### config.mk
export PLATFORM = sky130hd
export DESIGN_NAME = word_serializer_6bit
export DESIGN_NICKNAME = d
export VERILOG_FILES = /design/src/rtl/word_serializer_6bit.sv
export SDC_FILE = /design/constraint.sdc
export NUM_CORES = 1
export LEC_CHECK = 0
export ABC_AREA = 1
export CAP_MARGIN = 10
export CORE_MARGIN = 10
export CORE_UTILIZATION = 35
export DETAILED_ROUTE_END_ITERATION = 10
export SYNTH_ARGS = -nofsm -noshare
export SYNTH_HDL_FRONTEND = slang
export SYNTH_SLANG_ARGS = --single-unit
export TNS_END_PERCENT = 5
### constraint.sdc
create_clock -name clk -period 1.72 [get_ports clk]
set_clock_uncertainty 0.1 [all_clocks]
set_input_delay 0.516 -clock clk [delete_from_list [all_inputs] [get_ports clk]]
set_output_delay 0.516 -clock clk [all_outputs]
set_load 0.05 [all_outputs]
### src/rtl/word_serializer_6bit.sv
// Parallel-in / serial-out word serializer with a one-word holding buffer.
// Words arrive over valid/ready and leave one bit per enabled clock on
// shift_out, qualified by shift_valid, with a word_done pulse per word.
//
// state | meaning
// ------+--------------------------------------------------------------
// IDLE  | nothing in flight; shift_valid=0, shift_out=0
// SHIFT | sh_reg holds the word being sent; cnt counts bits consumed
`timescale 1ns/1ps

module word_serializer_6bit #(
  parameter int WIDTH     = 6,
  parameter bit MSB_FIRST = 1'b1
) (
  input  logic             clk,
  input  logic             reset,
  input  logic [WIDTH-1:0] in_data,
  input  logic             in_valid,
  output logic             in_ready,
  input  logic             enable,
  output logic             shift_out,
  output logic             shift_valid,
  output logic             word_done,
  output logic             busy
);

  localparam int CW = $clog2(WIDTH);
  localparam logic [CW-1:0] LAST = CW'(WIDTH - 1);

  typedef enum logic {IDLE = 1'b0, SHIFT = 1'b1} state_t;

  state_t           state, state_n;
  logic [WIDTH-1:0] sh_reg, sh_reg_n;
  logic [WIDTH-1:0] hold_reg, hold_reg_n;
  logic [CW-1:0]    cnt, cnt_n;
  logic             hold_full, hold_full_n;
  logic             word_done_n;
  logic             accept;
  logic             last_bit;
  logic [WIDTH-1:0] sh_shifted;

  assign in_ready    = !hold_full;
  assign accept      = in_valid && in_ready;
  assign last_bit    = (cnt == LAST);
  // Move the next bit toward the output end, zero-filling behind it.
  assign sh_shifted  = MSB_FIRST ? {sh_reg[WIDTH-2:0], 1'b0}
                                 : {1'b0, sh_reg[WIDTH-1:1]};
  // Outputs depend only on registers, so in_data never reaches shift_out
  // combinationally.
  assign shift_valid = (state == SHIFT);
  assign shift_out   = shift_valid && (MSB_FIRST ? sh_reg[WIDTH-1] : sh_reg[0]);
  assign busy        = shift_valid || hold_full;

  // State and datapath registers with synchronous reset.
  always_ff @(posedge clk) begin
    if (reset) begin
      state     <= IDLE;
      sh_reg    <= '0;
      hold_reg  <= '0;
      cnt       <= '0;
      hold_full <= 1'b0;
      word_done <= 1'b0;
    end else begin
      state     <= state_n;
      sh_reg    <= sh_reg_n;
      hold_reg  <= hold_reg_n;
      cnt       <= cnt_n;
      hold_full <= hold_full_n;
      word_done <= word_done_n;
    end
  end

  // Next-state: load, shift, refill from the buffer or a direct accept.
  always_comb begin
    state_n     = state;
    sh_reg_n    = sh_reg;
    hold_reg_n  = hold_reg;
    cnt_n       = cnt;
    hold_full_n = hold_full;
    word_done_n = 1'b0;
    case (state)
      IDLE: begin
        if (accept) begin
          sh_reg_n = in_data;
          cnt_n    = '0;
          state_n  = SHIFT;
        end
      end
      SHIFT: begin
        if (enable && last_bit) begin
          // Last bit consumed: refill immediately so back-to-back words
          // leave no gap. Buffer and direct accept are mutually exclusive
          // because in_ready is low while the buffer is full.
          word_done_n = 1'b1;
          cnt_n       = '0;
          if (hold_full) begin
            sh_reg_n    = hold_reg;
            hold_full_n = 1'b0;
          end else if (accept) begin
            sh_reg_n = in_data;
          end else begin
            sh_reg_n = '0;
            state_n  = IDLE;
          end
        end else begin
          if (enable) begin
            sh_reg_n = sh_shifted;
            cnt_n    = cnt + 1'b1;
          end
          if (accept) begin
            hold_reg_n  = in_data;
            hold_full_n = 1'b1;
          end
        end
      end
      default: state_n = IDLE;
    endcase
  end

endmodule
[After elaboration in Yosys (flattened, before gate mapping)]
Index checks and enable logic that the tools add are counted.
Storage, ports and cells
  flip-flop bits (word level): 18
  memories kept: 0
  logic and storage cells: 39
  latch bits: 0
  bits in writable memories: 0
  ROM bits: 0
  output and inout port bits: 5
Cells by class
  shifts and indexed selects: 0
  equality and inequality tests: 3
  $mul: 0
  add/sub/neg operators: 1
  magnitude comparators: 0
  bitwise logic cells: 2
  reduce and logical (&&, ||, !) cells: 10
  muxes and demuxes: 17
  div/mod/pow operators: 0
Operators with widths (count)
  $mux W6: 5
  $pmux W6 S2: 1
  $mux W3: 3
  $mux W1: 6
  $pmux W3 S2: 1
  $reduce_and A2 Y1: 2
  $add A3 B1 Y3 const B: 1
  $eq A3 B3 Y1 const B: 1
  $logic_and A1 B1 Y1: 3
  $ne A3 B2 Y1 const B: 1
  $reduce_and A3 Y1: 1
  $ne A2 B2 Y1 const B: 1
  $not A1 Y1: 2
  $pmux W1 S2: 1
  $reduce_bool A2 Y1: 1
  $reduce_or A2 Y1: 1
  $logic_not A1 Y1: 1
  $logic_or A1 B1 Y1: 1

[Logic depth before layout (Yosys ltp)]
  word-level depth: 6
  mapped depth: 8

[Least setup slack after synthesis]
Ideal clock, no wire load.
  kind: flip-flop to output port
  start: register state, in the netlist shift_valid
  end: output port busy
  data arrival time: 1.349 ns
  data required time: 1.104 ns
  cell stages (with the launch flop): 3
  slack: -0.245 ns
  cells stage by stage: dfxtp_1 inv_1 nand2_1
Between the ends
  longest elaborated chain between the ends: 1
RTL lines
  start: declaration: line 32  | state_t state, state_n;
  start signal: assignment: line 64  | state <= state_n;
  $logic_or A1 B1 Y1: line 52  | assign busy = shift_valid || hold_full;
  end: declaration: line 24  | output logic busy
Every way passes these cells.

[Final worst setup path]
  start: register state, in the netlist shift_valid
  end: output port shift_valid
RTL lines
  end: declaration: line 22  | output logic shift_valid,
No word-level cell between the ends.

==> results.json <==
{
  "status": "completed",
  "r2r-start": "cnt[1]$_SDFFE_PP0P_",
  "wl_per_cell_um": 12.4,
  "power_density_nw_per_um2": 750,
  "post-dp-hpwl_mm": 1.96,
  "portBuffers": 14,
  "drc": 0,
  "worstHoldEndpoint": "hold_reg[2]$_SDFFE_PP0P_",
  "syn-instance-count": 153,
  "hold_class": "flop to flop",
  "initial_core_util_pct": 36.9,
  "drtAntennaViolNets": 0,
  "cts.htree.levels": 1,
  "cts_max_path_buffers": 2,
  "die-area_um2": 5460,
  "finalSetupViolCount": 0,
  "max_freq_mhz": 603,
  "min_path_cells": 2,
  "seq_area_frac_synth_pct": 35.4,
  "fin_crit_sh_pct": 96.4,
  "fin_util_pct": 47.9,
  "syn_area_per_cell_um2": 6.65,
  "fin_nets": 188,
  "cts_buffers": 3,
  "clock_latency_ns": 0.30,
  "vias": 1013,
  "nFillCells": 288,
  "grt.total_usage_pct": 9.80,
  "drt-initial-drc-count": 78,
  "grt_start_max_net_pins": 13,
  "r2r_cells": 7,
  "netlist.top_cell.by_area": "dfxtp_1",
  "total_power_uw": 991,
  "hold_viol_final": 0,
  "final.setup.tns_ns": 0,
  "gr-total-overflow": 0,
  "num_rows": 19,
  "grt_pass1_vias": 980,
  "setup_slack_ns": 0.0615,
  "root_buffer": "clkbuf_4",
  "cts.sinks": 18,
  "cp-start-kind": "flop",
  "ioPinCount": 15,
  "slew_headroom_pct": 75.7,
  "cts_tree": "yes",
  "ir_worst_vdd_mv": 0.572,
  "worstSetupPathType": "flop to primary output",
  "tightest_slew_ns": 0.364,
  "area_growth_pct": 29.9,
  "place_ws_ns": -0.225,
  "synth.cell_area_um2": 1020,
  "grt_pass1_wl_mm": 4.27,
  "rsz0062_at_grt": "yes",
  "synth_top_cell_area_share_pct": 35.4,
  "drive_gt1_share_pct": 18.9,
  "rrSetupSlack_ns": 0.22,
  "path_clk_slew_ns": 0.11,
  "vias_per_cell": 4.92,
  "die_x_um": 73.9,
  "end_kind": "primary output",
  "synth_cell_types": 22,
  "r2r-end": "hold_reg[4]$_SDFFE_PP0P_",
  "antenna_found_initial": 0,
  "fin_crit_ns": 1.66,
  "drt-total-wl_mm": 2.56,
  "cap_violations": 0,
  "yosysWarnings": 0,
  "maxSlewViolCount": 0,
  "die_height_um": 73.9,
  "worstHoldStart": "hold_reg[2]$_SDFFE_PP0P_",
  "synth_nets": 165,
  "diodes": 0,
  "ys_seq_elements": 18,
  "synthTopCellsByArea": "dfxtp_1 35%, nand2_1 17%, nand3_1 7.9%",
  "critPathArrivalTime_ns": 1.04,
  "core_um2": 2760,
  "gp_congestion": 0.808,
  "whs_ns": 0.374,
  "path_max_fanout": 9,
  "leakage_uw": 0.000580,
  "drt_pass1_iterations": 4,
  "required_ns": 1.10
}
[cells in the mapped netlist]
master and n:
ha_1 2, buf_4 2, o31ai_1 1, nand2_2 2, nand3_2 1, buf_2 1, inv_4 1, nand4_1 1
nor2_2 1, inv_2 1, buf_6 1, nor2_4 2, a21oi_2 1, a21oi_1 9, nand2_4 4, inv_1 17
nand3_1 16, nand2_1 46, o21ai_1 3, nor2_1 16, dfxtp_1 18, o21ai_0 7
[metal layers]
metal	up-vias	part of all wire (%)	GRT usage [%]
met3	2	6.7	4.58
met5	-	0	0
met1	463	47	11.4
met4	0	0.55	1.86
li1	524	-	-
met2	24	45	16.2
[cell usage in the layout (no fill, tap or decap)]
master           instances
a21oi_1                  9
a21oi_2                  1
buf_12                   5
buf_4                    8
clkbuf_4                 3
clkbuf_8                 1
clkdlybuf4s50_1          9
clkinvlp_4               1
dfxtp_1                 17
dfxtp_4                  1
ha_1                     2
inv_1                   16
inv_2                    1
inv_4                    1
nand2_1                 45
nand2_2                  3
nand2_4                  4
nand3_1                 16
nand3_2                  1
nand4_1                  1
nor2_1                  16
nor2_2                   1
nor2_4                   2
o21ai_0                  7
o21ai_1                  3
o31ai_1                  1
[stage by stage]
stage          cells  instance area (um2)
2_1_floorplan    153                 1020
3_3_place_gp     201                 1270
3_5_place_dp     201                 1270
4_1_cts          206                 1320
5_1_grt          206                 1320
6_report         206                 1320
[power breakdown]
group          internal, uW  leakage, uW  switching, uW  total (uW)
clock network           129    0.0000210            138         267
registers               444     0.000148           17.1         461
logic                   110     0.000411            152         263
total                   683     0.000580            308         991
[worst max-delay path by stage]
stage                     cells past startpoint  slack (ns)              startpoint                     end
final                                         2        0.06  shift_valid$_SDFF_PP0_             shift_valid
after global placement                        6       -0.21                  enable  hold_full$_SDFFE_PP0P_
after global routing                          2      -0.002  shift_valid$_SDFF_PP0_             shift_valid
after floorplan                               3        0.03  shift_valid$_SDFF_PP0_               shift_out
after CTS                                     2        0.02  shift_valid$_SDFF_PP0_             shift_valid
after detailed placement                      6       -0.22                  enable  hold_full$_SDFFE_PP0P_
[worst max-delay path: stages (launching register included)]
cell and delay, ns:
dfxtp_4 0.40, buf_4 0.19, buf_12 0.15
[area by class of cell]
cell class | instances | area (um2) | area share (%)
well taps | 31 | 38.8 | 2.94
multi-input cells | 112 | 554 | 42.0
flip-flops and latches | 18 | 364 | 27.6
inverters | 19 | 77.6 | 5.87
repair buffers | 22 | 250 | 18.9
clock buffers | 4 | 36.3 | 2.75
[repair_timing]
action,in CTS,in global routing
resized for setup,1,1
hold buffers,0,0
setup buffers,1,0
pin swaps,0,0
endpoints found under the setup margin,1,2
[kinds of logic after synthesis]
family | count (synthesis) | synth area share (%)
AO/OA/AOI/OAI | 21 | 10.9
adder cells (fa/ha/maj) | 2 | 2.46
buffers and inverters | 23 | 10.3
flip-flops | 18 | 35.4
AND/OR/NAND/NOR | 89 | 40.8
Power figures use the tool's default switching activity.
